**config.mk**
```make
export PLATFORM = sky130hd
export DESIGN_NAME = id_stage
export DESIGN_NICKNAME = d
export VERILOG_FILES = /design/src/rtl/id_stage.sv
export SDC_FILE = /design/constraint.sdc
export NUM_CORES = 1
export LEC_CHECK = 0
export CORE_ASPECT_RATIO = 0.9
export CORE_MARGIN = 1.5
export CORE_UTILIZATION = 49
export CTS_CLUSTER_DIAMETER = 50
export CTS_CLUSTER_SIZE = 25
export DETAILED_ROUTE_END_ITERATION = 8
export PLACE_DENSITY = 0.76
export SYNTH_ARGS = -nofsm -noshare
export SYNTH_HDL_FRONTEND = slang
export SYNTH_SLANG_ARGS = --single-unit
```
**constraint.sdc**
```tcl
create_clock -name clk -period 3 [get_ports clk]
set_input_delay 0.6 -clock clk [delete_from_list [all_inputs] [get_ports clk]]
set_output_delay 0.6 -clock clk [all_outputs]
set_load 0.01 [all_outputs]
```
**src/rtl/id_stage.sv**
```systemverilog
// id_stage: registered RV32I (+ Zicsr) instruction-decode stage.
//
// Purpose: decodes one instruction per cycle from fetch, flags illegal
// encodings and builds the operand-B immediate sign-extended to XLEN.
// Register-file read addresses are combinational from inst_i. All other
// decode results are registered with 1-cycle latency, optionally through a
// one-entry skid buffer so that in_ready is a pure register output.
//
// Ports:
//   clk, rst (async, active low), flush (sync kill of held instructions)
//   in_valid / in_ready, inst_i, inst_addr_i       : fetch side
//   rs1_addr_o, rs2_addr_o                          : regfile read addresses
//   out_valid / out_ready, out_*                    : execute side
module id_stage #(
  parameter int XLEN    = 32,
  parameter int ADDR_W  = 32,
  parameter int CSR_EN  = 1,
  parameter int SKID_EN = 1
) (
  input  logic              clk,
  input  logic              rst,
  input  logic              flush,
  input  logic              in_valid,
  output logic              in_ready,
  input  logic [31:0]       inst_i,
  input  logic [ADDR_W-1:0] inst_addr_i,
  output logic [4:0]        rs1_addr_o,
  output logic [4:0]        rs2_addr_o,
  output logic              out_valid,
  input  logic              out_ready,
  output logic [ADDR_W-1:0] out_inst_addr,
  output logic [3:0]        out_op_class,
  output logic [2:0]        out_funct3,
  output logic              out_alt,
  output logic              out_rd_we,
  output logic [4:0]        out_rd_addr,
  output logic              out_csr_we,
  output logic [11:0]       out_csr_addr,
  output logic              out_imm_en,
  output logic [XLEN-1:0]   out_imm,
  output logic              out_unsigned,
  output logic              out_illegal
);

  typedef enum logic [3:0] {
    CLS_LUI     = 4'd0,
    CLS_AUIPC   = 4'd1,
    CLS_JAL     = 4'd2,
    CLS_JALR    = 4'd3,
    CLS_BRANCH  = 4'd4,
    CLS_LOAD    = 4'd5,
    CLS_STORE   = 4'd6,
    CLS_OPIMM   = 4'd7,
    CLS_OP      = 4'd8,
    CLS_FENCE   = 4'd9,
    CLS_SYSTEM  = 4'd10,
    CLS_ILLEGAL = 4'd15
  } cls_e;

  typedef enum logic [2:0] {
    IMM_NONE, IMM_I, IMM_S, IMM_B, IMM_U, IMM_J, IMM_SH, IMM_Z
  } imm_sel_e;

  typedef struct packed {
    logic [3:0]        op_class;
    logic [2:0]        funct3;
    logic              alt;
    logic              rd_we;
    logic [4:0]        rd_addr;
    logic              csr_we;
    logic [11:0]       csr_addr;
    logic              imm_en;
    logic [XLEN-1:0]   imm;
    logic              is_unsigned;
    logic              illegal;
    logic [ADDR_W-1:0] addr;
  } dec_t;

  localparam logic [6:0] OPC_LUI    = 7'b0110111;
  localparam logic [6:0] OPC_AUIPC  = 7'b0010111;
  localparam logic [6:0] OPC_JAL    = 7'b1101111;
  localparam logic [6:0] OPC_JALR   = 7'b1100111;
  localparam logic [6:0] OPC_BRANCH = 7'b1100011;
  localparam logic [6:0] OPC_LOAD   = 7'b0000011;
  localparam logic [6:0] OPC_STORE  = 7'b0100011;
  localparam logic [6:0] OPC_OPIMM  = 7'b0010011;
  localparam logic [6:0] OPC_OP     = 7'b0110011;
  localparam logic [6:0] OPC_FENCE  = 7'b0001111;
  localparam logic [6:0] OPC_SYSTEM = 7'b1110011;

  localparam logic [31:0] INST_ECALL  = 32'h0000_0073;
  localparam logic [31:0] INST_EBREAK = 32'h0010_0073;

  logic [6:0] opcode;
  logic [2:0] f3;
  logic [6:0] f7;
  logic [4:0] rd, rs1, rs2;

  assign opcode = inst_i[6:0];
  assign f3     = inst_i[14:12];
  assign f7     = inst_i[31:25];
  assign rd     = inst_i[11:7];
  assign rs1    = inst_i[19:15];
  assign rs2    = inst_i[24:20];

  cls_e       cls;
  imm_sel_e   imm_sel;
  logic       ill, wr_rd, use_rs1, use_rs2, csr_wr, alt, uns;
  logic [11:0] csr_addr;
  logic [31:0] imm32;
  dec_t       dec_d;

  always_comb begin
    cls      = CLS_ILLEGAL;
    imm_sel  = IMM_NONE;
    ill      = 1'b0;
    wr_rd    = 1'b0;
    use_rs1  = 1'b0;
    use_rs2  = 1'b0;
    csr_wr   = 1'b0;
    alt      = 1'b0;
    uns      = 1'b0;
    csr_addr = 12'h000;

    case (opcode)
      OPC_LUI:   begin cls = CLS_LUI;   wr_rd = 1'b1; imm_sel = IMM_U; end
      OPC_AUIPC: begin cls = CLS_AUIPC; wr_rd = 1'b1; imm_sel = IMM_U; end
      OPC_JAL:   begin cls = CLS_JAL;   wr_rd = 1'b1; imm_sel = IMM_J; end
      OPC_JALR: begin
        cls = CLS_JALR; wr_rd = 1'b1; use_rs1 = 1'b1; imm_sel = IMM_I;
      end
      OPC_BRANCH: begin
        cls = CLS_BRANCH; use_rs1 = 1'b1; use_rs2 = 1'b1; imm_sel = IMM_B;
        ill = (f3 == 3'b010) || (f3 == 3'b011);
        uns = (f3[2:1] == 2'b11);
      end
      OPC_LOAD: begin
        cls = CLS_LOAD; wr_rd = 1'b1; use_rs1 = 1'b1; imm_sel = IMM_I;
        ill = (f3 == 3'b011) || (f3 == 3'b110) || (f3 == 3'b111);
        uns = (f3 == 3'b100) || (f3 == 3'b101);
      end
      OPC_STORE: begin
        cls = CLS_STORE; use_rs1 = 1'b1; use_rs2 = 1'b1; imm_sel = IMM_S;
        ill = (f3 > 3'b010);
      end
      OPC_OPIMM: begin
        cls = CLS_OPIMM; wr_rd = 1'b1; use_rs1 = 1'b1;
        if (f3 == 3'b001) begin
          imm_sel = IMM_SH;
          alt     = inst_i[30];
          ill     = (f7 != 7'h00);
        end else if (f3 == 3'b101) begin
          imm_sel = IMM_SH;
          alt     = inst_i[30];
          ill     = (f7 != 7'h00) && (f7 != 7'h20);
        end else begin
          imm_sel = IMM_I;
          uns     = (f3 == 3'b011);
        end
      end
      OPC_OP: begin
        cls = CLS_OP; wr_rd = 1'b1; use_rs1 = 1'b1; use_rs2 = 1'b1;
        alt = inst_i[30];
        uns = (f3 == 3'b011);
        ill = ((f7 != 7'h00) && (f7 != 7'h20)) ||
              ((f7 == 7'h20) && (f3 != 3'b000) && (f3 != 3'b101));
      end
      OPC_FENCE: cls = CLS_FENCE;
      OPC_SYSTEM: begin
        cls      = CLS_SYSTEM;
        csr_addr = inst_i[31:20];
        if (f3 == 3'b000) begin
          ill = (inst_i != INST_ECALL) && (inst_i != INST_EBREAK);
        end else if ((f3 == 3'b100) || (CSR_EN == 0)) begin
          ill = 1'b1;
        end else begin
          wr_rd   = 1'b1;
          use_rs1 = !f3[2];
          imm_sel = f3[2] ? IMM_Z : IMM_NONE;
          // CSRRW(I) always writes; set/clear forms write only with a nonzero mask
          csr_wr  = (f3[1:0] == 2'b01) || (rs1 != 5'd0);
        end
      end
      default: ill = 1'b1;
    endcase

    if (inst_i[1:0] != 2'b11) ill = 1'b1;
  end

  always_comb begin
    imm32 = 32'h0;
    case (imm_sel)
      IMM_I: imm32 = {{20{inst_i[31]}}, inst_i[31:20]};
      IMM_S: imm32 = {{20{inst_i[31]}}, inst_i[31:25], inst_i[11:7]};
      IMM_B: imm32 = {{19{inst_i[31]}}, inst_i[31], inst_i[7], inst_i[30:25],
                      inst_i[11:8], 1'b0};
      IMM_U: imm32 = {inst_i[31:12], 12'h000};
      IMM_J: imm32 = {{11{inst_i[31]}}, inst_i[31], inst_i[19:12], inst_i[20],
                      inst_i[30:21], 1'b0};
      default: imm32 = 32'h0;
    endcase
  end

  always_comb begin
    dec_d             = '0;
    dec_d.op_class    = ill ? CLS_ILLEGAL : cls;
    dec_d.funct3      = f3;
    dec_d.alt         = alt && !ill;
    dec_d.rd_we       = wr_rd && !ill && (rd != 5'd0);
    dec_d.rd_addr     = rd;
    dec_d.csr_we      = csr_wr && !ill;
    dec_d.csr_addr    = csr_addr;
    dec_d.imm_en      = !ill && (imm_sel != IMM_NONE) && (imm_sel != IMM_B);
    dec_d.is_unsigned = uns && !ill;
    dec_d.illegal     = ill;
    dec_d.addr        = inst_addr_i;
    if (ill) begin
      dec_d.imm = '0;
    end else if (imm_sel == IMM_SH) begin
      dec_d.imm = XLEN'(inst_i[24:20]);
    end else if (imm_sel == IMM_Z) begin
      dec_d.imm = XLEN'(inst_i[19:15]);
    end else begin
      // signed cast makes the size cast sign-extend for XLEN=64
      dec_d.imm = XLEN'($signed(imm32));
    end
  end

  assign rs1_addr_o = (use_rs1 && !ill) ? rs1 : 5'd0;
  assign rs2_addr_o = (use_rs2 && !ill) ? rs2 : 5'd0;

  dec_t out_q, skid_q;
  logic out_valid_q, skid_valid_q;
  logic out_free, in_xfer;

  assign out_free = !out_valid_q || out_ready;
  assign in_ready = (SKID_EN != 0) ? !skid_valid_q : out_free;
  assign in_xfer  = in_valid && in_ready;

  // Without the skid buffer in_xfer implies out_free, so the skid branch
  // never fires and skid_valid_q stays 0.
  always_ff @(posedge clk or negedge rst) begin
    if (!rst) begin
      out_q        <= '0;
      out_valid_q  <= 1'b0;
      skid_q       <= '0;
      skid_valid_q <= 1'b0;
    end else if (flush) begin
      out_valid_q  <= 1'b0;
      skid_valid_q <= 1'b0;
    end else if (out_free) begin
      if (skid_valid_q) begin
        out_q        <= skid_q;
        out_valid_q  <= 1'b1;
        skid_valid_q <= 1'b0;
      end else begin
        out_valid_q <= in_xfer;
        if (in_xfer) out_q <= dec_d;
      end
    end else if ((SKID_EN != 0) && in_xfer) begin
      skid_q       <= dec_d;
      skid_valid_q <= 1'b1;
    end
  end

  assign out_valid     = out_valid_q;
  assign out_inst_addr = out_q.addr;
  assign out_op_class  = out_q.op_class;
  assign out_funct3    = out_q.funct3;
  assign out_alt       = out_q.alt;
  assign out_rd_we     = out_q.rd_we;
  assign out_rd_addr   = out_q.rd_addr;
  assign out_csr_we    = out_q.csr_we;
  assign out_csr_addr  = out_q.csr_addr;
  assign out_imm_en    = out_q.imm_en;
  assign out_imm       = out_q.imm;
  assign out_unsigned  = out_q.is_unsigned;
  assign out_illegal   = out_q.illegal;

endmodule

```
==> summary.txt <==
Run status
  – Status: finished, violations left
  – Failing checks: setup timing

Synth
  – Post-Synthesis Net Count: 1,075
  – Synth Instances: 1,006
  – Synth cell types: 63
  – Xor/xnor cell area share of the yosys netlist: 0.000958
  – Cell Area, Synth: 9140 µm²
  – Synth Area in Adders: 0
  – Synthesis Warnings: 0
  – Async set-reset flop share out of synthesis: 1.00
  – Simple-Gate Fraction of Synth Area: 0.208
  – Largest family of logic cells by synthesized area: simple AND/OR/NAND/NOR gates
  – Top FF cell, synth: dfrtp_1
  – Synth Area per Inst: 9.09 µm²
  – Sequential fraction of the synthesis area: 0.520
  – #FFs+latches synth: 190
  – Complex-gate fraction of the synthesized area: 0.183
  – Post-synthesis mux area share: 0.0461
  – EDFF count, synth: 0

Timing
  – Final Skew: between 0.009 and 0.01 ns
  – Worst hold slack: roughly 0.14 ns
  – Final worst-path cycle share: 1.05
  – Slew @ Worst Pin: 0.643 ns
  – Fin. max-slew vios: 0
  – Fin worst setup slack: -0.164 ns
  – RSZ-0062 raised after global routing: yes
  – Tmin final: about 3.2 ns
  – F_max: between 300 and 400 MHz
  – Max transition margin: 0.572
  – Final hold vios: 0
  – Final setup vio count: 10

Floorplanning
  – Core ar.: around 18,000 µm²
  – Initial Util: 0.498
  – Die width: 147 µm
  – I/O pin count: 175
  – Chip height: 133 µm
  – Die area: 19,500 µm²
  – Num rows: 47

Global route
  – Largest net degree at the start of global routing: between 60 and 70
  – First-pass GRT wire length: about 44 mm
  – Total congestion overflow: 0
  – Vias in the first global route: around 8,300
  – Overall Global Routing Usage: 0.289
  – Antenna violations before repair: 1

Worst hold path
  – Worst hold path type: input port to asynchronous set/reset pin

Placement
  – Placed cell count: 1,477
  – Hpwl dp: around 19 mm
  – Place WS: -1.02 ns
  – Post-DP Area: approximately 12,000 µm²
  – PortBufs: 174
  – Gp weighted congestion: ~0.96

Drt
  – Pre-antenna DRT Iters: 8
  – Via Count: about 8,600
  – Vias per inst: between 5 and 6
  – Final WL: roughly 28 mm
  – ANT nets after route: 0
  – DRC viols: 0
  – Wire per inst: 18.1 µm
  – Starting DRT DRC Count: slightly below 800

Layout
  – Area growth syn-to-layout: 38.1%
  – Total Nets Final: around 1,300
  – Antenna diodes: 0
  – Design Area, Final: about 13,000 µm²
  – Layout Utilization: 0.688
  – Fin cells: ~1,500
  – Share of layout cells above drive strength 1: 0.195

Clocking
  – # H-tree levels: 4
  – Clock buffer depth: 2
  – Clk sinks: 190
  – Clock Tree Root: clkbuf_16
  – Num CTS Buffers: 17
  – Clock transition at path regs: ~0.070 ns
  – Worst skew pair latency: roughly 0.43 ns
  – CTS tree: built

Power and ir drop
  – Maximum vdd ir drop: between 0.4 and 0.5 mV
  – Leakage: ~5.8 nW
  – Pwr per Cell Area: between 500 and 600 nW/µm²

Job
  – Max-cap viol count: 0

Setup path
  – Worst Path Arrival: approximately 2.6 ns
  – Reg2Reg Setup Slack: approximately 0.7 ns
  – Startpoint Class: input port
  – Crit Path Max Fanout: 8
  – Worst r2r src: skid_valid_q$_DFFE_PN0P_
  – CP Class: input port to output pin
  – Req. time, crit path: roughly 2.4 ns
  – R2R cell count: 5
  – Critical R2R Capture: out_imm[7]$_DFFE_PN0P_
  – CP Capture Type: output pin
[synth_stat cells (5+ instances only)]
cell      number  area, µm²
buf_2          8       40.0
o21ai_0       96        480
o22ai_1       21        131
inv_1          5       18.8
a211oi_1      23        173
and3_1        30        188
clkbuf_1      57        214
a31oi_1        6       37.5
nor2_1        69        259
mux2i_1       41        410
nand2_1      256        961
o31ai_2       15        188
a21oi_1       59        295
nor3_1        11       55.1
buf_1          5       18.8
nand3_1       11       55.1
o311a_1        5       50.1
o31ai_1       11       82.6
buf_4          8       60.1
nor2b_1        8       50.1
dfrtp_1      190       4750
and4_1         8       70.1
[report_power, final]
group / total [W] / internal, W / leakage [nW] / switching (W)
clock: 0.00219 / 0.00110 / 0.272 / 0.00109
sequential: 0.00304 / 0.00286 / 2.45 / 0.000172
combinational: 0.00125 / 0.000636 / 3.06 / 0.000617
total: 0.00647 / 0.00460 / 5.78 / 0.00188
[layout by cell type (no fill, tap or decap), drive strengths merged, types with 3 or more instances in the layout]
master,instances
clkdlybuf4s50,137
o2111ai,3
a222oi,4
dfrtp,190
dlygate4sd2,9
a31oi,6
mux2i,41
clkinv,7
dlymetal6s2s,3
and4,8
or3,4
o311a,5
buf,164
nand4,3
and3,30
o22ai,21
a21oi,60
nand2,256
nor2b,8
inv,10
clkbuf,23
nand2b,3
nor3,14
o21ai,99
nand3,12
clkdlybuf4s15,4
nor4,3
nor2,70
a211oi,23
o31ai,26
[worst max-delay path: stages]
cell and delay, ns:
buf_6 0.09, or4_4 0.53, nor3_4 0.13, buf_6 0.15, a311oi_2 0.11, or3_4 0.37, nor2_4 0.14, buf_6 0.14
and4_1 0.17, buf_2 0.12
[how the worst max path moves through the flow]
stage / start / end / slack, ns
floorplan: inst_i[27] / rs2_addr_o[0] / 0.09
global placement: inst_i[27] / rs2_addr_o[1] / -0.98
detailed placement: inst_i[27] / rs2_addr_o[2] / -1.02
CTS: inst_i[25] / rs2_addr_o[3] / -0.24
global route: inst_i[25] / rs2_addr_o[3] / -0.23
finish: inst_i[25] / rs2_addr_o[3] / -0.16
[sequential cells by signal, summed over array words and instances (netlist names)]
signal / count
out_csr_addr: 12
skid_valid_q: 1
out_rd_we: 1
out_op_class: 4
out_unsigned: 1
out_valid: 1
out_inst_addr: 32
out_imm_en: 1
out_rd_addr: 5
out_funct3: 3
out_imm: 32
skid_q: 94
out_illegal: 1
out_alt: 1
out_csr_we: 1
[cells by family (layout without fill, tap and decap cells)]
family / after synthesis / in the layout
buffers and inverters: 86 / 359
flip-flops: 190 / 190
multiplexers: 42 / 42
XOR/XNOR: 1 / 1
AO/OA/AOI/OAI: 264 / 264
AND/OR/NAND/NOR: 423 / 423
[routing by layer]
metal	share of wire	wire length, µm	track usage
met4	0.029	799	0.0961
met2	0.47	13000	0.455
met1	0.45	12400	0.409
met3	0.054	1480	0.0476
met5	0.00043	12	0
[repair_timing]
| action | 4_1_cts | 5_1_grt |
|---|---|---|
| resized for setup | 97 | 31 |
| cloned | 0 | 0 |
| hold buffers | 0 | 0 |
| pin swaps | 23 | 15 |
| hold endpoints to repair | 0 | 0 |
| endpoints found under the setup margin | 10 | 12 |
| setup buffers | 12 | 4 |
[per-stage QoR]
step	power [W]	TNS (ns)
floorplan	0.00356	0
global placement	0.00429	-14.09
detailed placement	0.00433	-14.74
CTS	0.00650	-2.44
global route	0.00675	-2.10
finish	0.00647	-1.50
[cell type report]
type / instances / area, µm²
inverters: 5 / 18.8
flip-flops and latches: 190 / 4760
repair buffers: 322 / 2870
clock buffers: 18 / 429
clock inverters: 14 / 131
multi-input cells: 730 / 4110
well taps: 245 / 307
fillers: 1507 / 5720
Power figures use the tool's default switching activity.
